**src/rtl/mem_port_arbiter.sv**
```systemverilog
// Arbitrates one variable-latency memory port between instruction fetch and load/store.
// Grant is combinational in the IDLE cycle; mem_req follows one cycle later; x_valid one cycle after mem_ack/timeout.
// Build option MEM_ARB_RR_EN: round-robin tie-break instead of fixed data-over-fetch priority.
module mem_port_arbiter #(
  parameter int ADDR_W   = 32,
  parameter int DATA_W   = 32,
  parameter int MAX_WAIT = 15
) (
  input  logic              clk,
  input  logic              rst,
  input  logic              if_req,
  input  logic [ADDR_W-1:0] if_addr,
  output logic              if_gnt,
  output logic [DATA_W-1:0] if_rdata,
  output logic              if_valid,
  input  logic              d_req,
  input  logic              d_we,
  input  logic [ADDR_W-1:0] d_addr,
  input  logic [DATA_W-1:0] d_wdata,
  output logic              d_gnt,
  output logic [DATA_W-1:0] d_rdata,
  output logic              d_valid,
  output logic              mem_req,
  output logic              mem_we,
  output logic [ADDR_W-1:0] mem_addr,
  output logic [DATA_W-1:0] mem_wdata,
  input  logic [DATA_W-1:0] mem_rdata,
  input  logic              mem_ack,
  output logic              busy,
  output logic              err
);

  typedef enum logic [1:0] {IDLE, BUSY_IF, BUSY_D} state_t;

  localparam logic [7:0] WAIT_LAST = 8'(MAX_WAIT - 1);

  state_t     state, state_nxt;
  logic [7:0] wait_cnt;
  logic       if_pend, d_pend, pick_d, pick_if;
  logic       in_busy, done, timeout;

  // A requester still holds req during its own valid pulse; that cycle must not re-grant it.
  assign if_pend = if_req & ~if_valid;
  assign d_pend  = d_req & ~d_valid;

`ifdef MEM_ARB_RR_EN
  logic last_d;  // 1 = most recent grant went to data

  assign pick_d = d_pend & (~if_pend | ~last_d);

  // Remember which side won the most recent grant for the tie-break.
  always_ff @(posedge clk) begin
    if (rst)        last_d <= 1'b0;
    else if (d_gnt) last_d <= 1'b1;
    else if (if_gnt) last_d <= 1'b0;
  end
`else
  assign pick_d = d_pend;
`endif

  assign pick_if = if_pend & ~pick_d;

  // mem_ack is only meaningful while an access is outstanding.
  assign in_busy = (state != IDLE);
  assign done    = in_busy & mem_ack;
  assign timeout = in_busy & ~mem_ack & (wait_cnt == WAIT_LAST);

  // State register.
  always_ff @(posedge clk) begin
    if (rst) state <= IDLE;
    else     state <= state_nxt;
  end

  // Next-state and grant decode; grants are suppressed while reset is asserted.
  always_comb begin
    state_nxt = state;
    if_gnt    = 1'b0;
    d_gnt     = 1'b0;
    case (state)
      IDLE: begin
        if (!rst && pick_d) begin
          d_gnt     = 1'b1;
          state_nxt = BUSY_D;
        end else if (!rst && pick_if) begin
          if_gnt    = 1'b1;
          state_nxt = BUSY_IF;
        end
      end
      BUSY_IF, BUSY_D: begin
        if (done || timeout) state_nxt = IDLE;
      end
      default: state_nxt = IDLE;
    endcase
  end

  // Operand capture, wait counter, completion pulses and returned data.
  always_ff @(posedge clk) begin
    if (rst) begin
      busy      <= 1'b0;
      mem_req   <= 1'b0;
      mem_we    <= 1'b0;
      mem_addr  <= '0;
      mem_wdata <= '0;
      wait_cnt  <= '0;
      if_valid  <= 1'b0;
      d_valid   <= 1'b0;
      err       <= 1'b0;
      if_rdata  <= '0;
      d_rdata   <= '0;
    end else begin
      busy     <= (state_nxt != IDLE);
      mem_req  <= (state_nxt != IDLE);
      if_valid <= (state == BUSY_IF) & (done | timeout);
      d_valid  <= (state == BUSY_D) & (done | timeout);
      err      <= timeout;

      if (d_gnt) begin
        mem_we    <= d_we;
        mem_addr  <= d_addr;
        mem_wdata <= d_wdata;
        wait_cnt  <= '0;
      end else if (if_gnt) begin
        mem_we    <= 1'b0;
        mem_addr  <= if_addr;
        mem_wdata <= '0;
        wait_cnt  <= '0;
      end else if (in_busy && !mem_ack) begin
        wait_cnt <= wait_cnt + 8'd1;
      end

      // Stores and aborted accesses return zero data.
      if (state == BUSY_IF && done)         if_rdata <= mem_rdata;
      else if (state == BUSY_IF && timeout) if_rdata <= '0;
      if (state == BUSY_D && done)          d_rdata  <= mem_we ? '0 : mem_rdata;
      else if (state == BUSY_D && timeout)  d_rdata  <= '0;
    end
  end

endmodule

```
**config.mk**
```make
export PLATFORM = sky130hd
export DESIGN_NAME = mem_port_arbiter
export DESIGN_NICKNAME = d
export VERILOG_FILES = /design/src/rtl/mem_port_arbiter.sv
export SDC_FILE = /design/constraint.sdc
export NUM_CORES = 1
export LEC_CHECK = 0
export CAP_MARGIN = 20
export CORE_UTILIZATION = 43
export DETAILED_ROUTE_END_ITERATION = 7
export GPL_ROUTABILITY_DRIVEN = 1
export MAX_ROUTING_LAYER = met4
export PLACE_DENSITY = 0.95
export RECOVER_POWER = 100
export SYNTH_ARGS = -nofsm -noshare
export SYNTH_HDL_FRONTEND = slang
export SYNTH_SLANG_ARGS = --single-unit
export TNS_END_PERCENT = 30
```
**constraint.sdc**
```tcl
create_clock -name clk -period 2.9 [get_ports clk]
set_input_delay 0.29 -clock clk [delete_from_list [all_inputs] [get_ports clk]]
set_output_delay 0.29 -clock clk [all_outputs]
set_load 0.01 [all_outputs]
```
==> reports/results.txt <==
Critical path depth = 6
# setup viols final = 0
Post-Syn Instances = 582
Yosys warns = 0
Initial antenna violation count = 0
Cell variety after synth = 36
Final net count = 971
Internal = 0.003762 W
Final worst slack = 0.1994 ns
Tot GR Track Use = 28.09%
Gate power share = 14.2%
Setup Buffers After CTS = 0
Post-route DRC = 0
Num CTS Buffers = 17
Clk buf depth = 2
Gr ovfl total = 0
Share of the synthesized area in the top cell type = 54.53%
Clock root cell = clkbuf_16
Clk sinks = 143
Final Hold Viols = 0
Clock latency on the worst-skew pair = 0.41 ns
Worst Setup End Kind = output port
Syn_nets = 722
Routed Antenna Nets = 0
Worst EP required = 2.61 ns
FFs w/ async S/R, synth = 0%
CTS clk-pin slew, worst paths = 0.06 ns
Post-Syn Area = 5250 um2
Largest net degree at the start of global routing = 94
#FFs+latches synth = 143
Routability cong. = 0.8478
Ys flop type = dfxtp_1
Critical Path Source Type = flip-flop
Post-synthesis sequential area ratio = 54.53%
Most common cell after layout, fill and taps aside = dfxtp_1
Hold Path Stages = 5
Period Utilization, post-route = 93.12%
Die Footprint = 12660 um2
Number of port buffers = 269
Switching part of the total = 24.00%
I/O pin cnt = 270
Slowest-stage cell, CP = clkdlybuf4s50_1
Die width = 112.5 um
Unrepaired setup endpoints after global routing = no
DRT iter0 DRCs = 574
Top cells by area, synth = dfxtp_1 55%, nand2_1 6.3%, a21oi_1 6.2%
Area Overhead vs Synth = 63.04%
Clock Skews = 0.005765 ns
Std-Cell Rows = 39
Worst slew margin = 34.79%
Detailed Route WL = 17.27 mm
1st-pass router iterations = 5
Least-Margin Pin Slew = 0.9782 ns
Worst VDD drop = 0.3866 mV
Top Family by Delay on Critical Path = buffers and inverters
TritonCTS clock tree = yes
Fin crit period = 2.701 ns
Routed vias/inst = 5.393
Leak pwr = 3.497 nW
Result of the run = finished, final reports clean
Hold_sp = rst
Reg-to-Reg Start = state[0]$_SDFF_PP0_
Maxcap violations = 0
Layout cells sized above 1 = 5.924%
Ant. Diodes = 0
H-tree depth = 4
Setup total negative slack = 0 ns
Sw Pwr = 0.001188 W
Number of flops mapped to enable cells by yosys = 0
Fmax = 370.3 MHz
CP arrival = 2.41 ns
Pre-CTS setup slack = 0.5143 ns
Vias in the first global route = 5104
Dominant cell type by area after synthesis = dfxtp_1
Core Box Area = 11660 um2
Part of the power in registers = 42.9%
Critical path launch point = state[0]$_SDFF_PP0_
First-pass GRT wire length = 26.81 mm
Worst-path cell chain = inv_1 > ha_1 > nand2b_1 > or3_4 > inv_2 > clkdlybuf4s50_1
Mean post-synth cell area = 9.021 um2
Critical Setup Path Class = reg2out
Reg2Reg Depth = 8
Most frequent cells in the layout = 143 x dfxtp_1, 134 x clkdlybuf4s50_1, 134 x dlygate4sd3_1
Hold Buf Count CTS = 0
Power Dens Cells = 578.3 nW/um2
Buf/Inv on CP = 3
Max-slew violation count = 0
Starting Density = 45.02%
Fill cells = 819
Hold crit path type = in2reg
Die height = 112.5 um
Wire length per cell = 17.50 um
Clk network pwr share = 42.9%
DPL Wire Length = 11.76 mm
Worst-path fanout max = 11
DR vias = 5323
Slowest stage delay, CP = 0.57 ns
final cells by class:
cell class                 instances  area [um2]  share of cell area (%)
sequential                       143        2863                   33.45
clock inverter                     8       77.57                  0.9063
inverter                          18       67.56                  0.7894
multi-input combinational        372        2088                   24.40
timing repair buffer             279        2773                   32.39
clock buffer                      24       511.7                   5.979
tap                              143       178.9                   2.090
metrics by stage:
step	hold slack (ns)	total power (W)	cell area (um2)	utilization, %	instances
4_1_cts	0.3630	0.005029	8572	73.50	987
3_5_place_dp	0.4490	0.002900	7983	68.45	955
6_report	0.4077	0.004950	8559	73.39	987
5_1_grt	0.4575	0.005130	8559	73.39	987
2_1_floorplan	0.4210	0.002449	5250	-	582
3_3_place_gp	0.4419	0.002886	7983	68.45	955
cells by family after synthesis:
family	after synthesis	share of synthesized area [%]
flip-flops	143	54.53
XOR/XNOR	7	1.168
AO/OA/AOI/OAI	213	25.57
adder cells (fa/ha/maj)	6	1.430
buffers and inverters	67	5.696
AND/OR/NAND/NOR	146	11.61
routing by layer:
layer / GRT usage [%] / part of all wire (%) / vias to the layer above
met4: 14.13 / 3.4 / 0
met5: - / 0 / -
met2: 45.51 / 50 / 232
li1: - / - / 2541
met3: 5.886 / 5.9 / 41
met1: 33.11 / 40 / 2509
flip-flops by register name, indices dropped and copies added (netlist names):
name	flops
d_rdata	32
if_valid	1
d_valid	1
state	2
mem_addr	32
busy	1
mem_wdata	32
wait_cnt	8
err	1
mem_we	1
if_rdata	32
cell usage after synthesis, types with 2 or more instances:
master,count
buf_4,2
buf_2,14
a222oi_1,11
buf_1,3
nand3_1,4
nor3_1,3
a22oi_1,11
clkbuf_1,27
buf_6,3
nand4_1,3
o21ai_1,27
nand2b_1,5
a21oi_1,65
inv_2,2
xor2_1,6
o21ai_0,50
nor2_1,35
ha_1,6
a311oi_1,10
dfxtp_1,143
nor2b_1,3
a22o_1,33
inv_1,16
nand2_1,88
power by group through the flow:
stage | clock [W] | combinational [W] | sequential (W)
after floorplan | 0 | 0.000249 | 0.00220
after global placement | 0 | 0.000724 | 0.00216
after detailed placement | 0 | 0.000736 | 0.00216
after CTS | 0.00216 | 0.000744 | 0.00213
after global routing | 0.00224 | 0.000756 | 0.00213
final | 0.00212 | 0.000705 | 0.00212
worst register-to-register path, stage by stage, from the launching register on:
cell and delay [ns]:
dfxtp_1 0.34, inv_1 0.11, ha_1 0.28, nand2b_1 0.15, or3_4 0.47, inv_2 0.09, clkbuf_2 0.56, nand2_1 0.17
a311oi_1 0.32
path summary, 6_finish.rpt:
check	end	slack [ns]
max	if_gnt	0.20
min	busy$_SDFF_PP0_	0.41
max reg2reg	mem_addr[7]$_SDFFE_PP0P_	0.31
min reg2reg	mem_addr[8]$_SDFFE_PP0P_	0.46
timing repair:
action                     4_1_cts  5_1_grt
setup endpoints to repair        0        1
gates resized for setup          0        1
hold endpoints to repair         0        0
(Power assumes the default switching activity.)
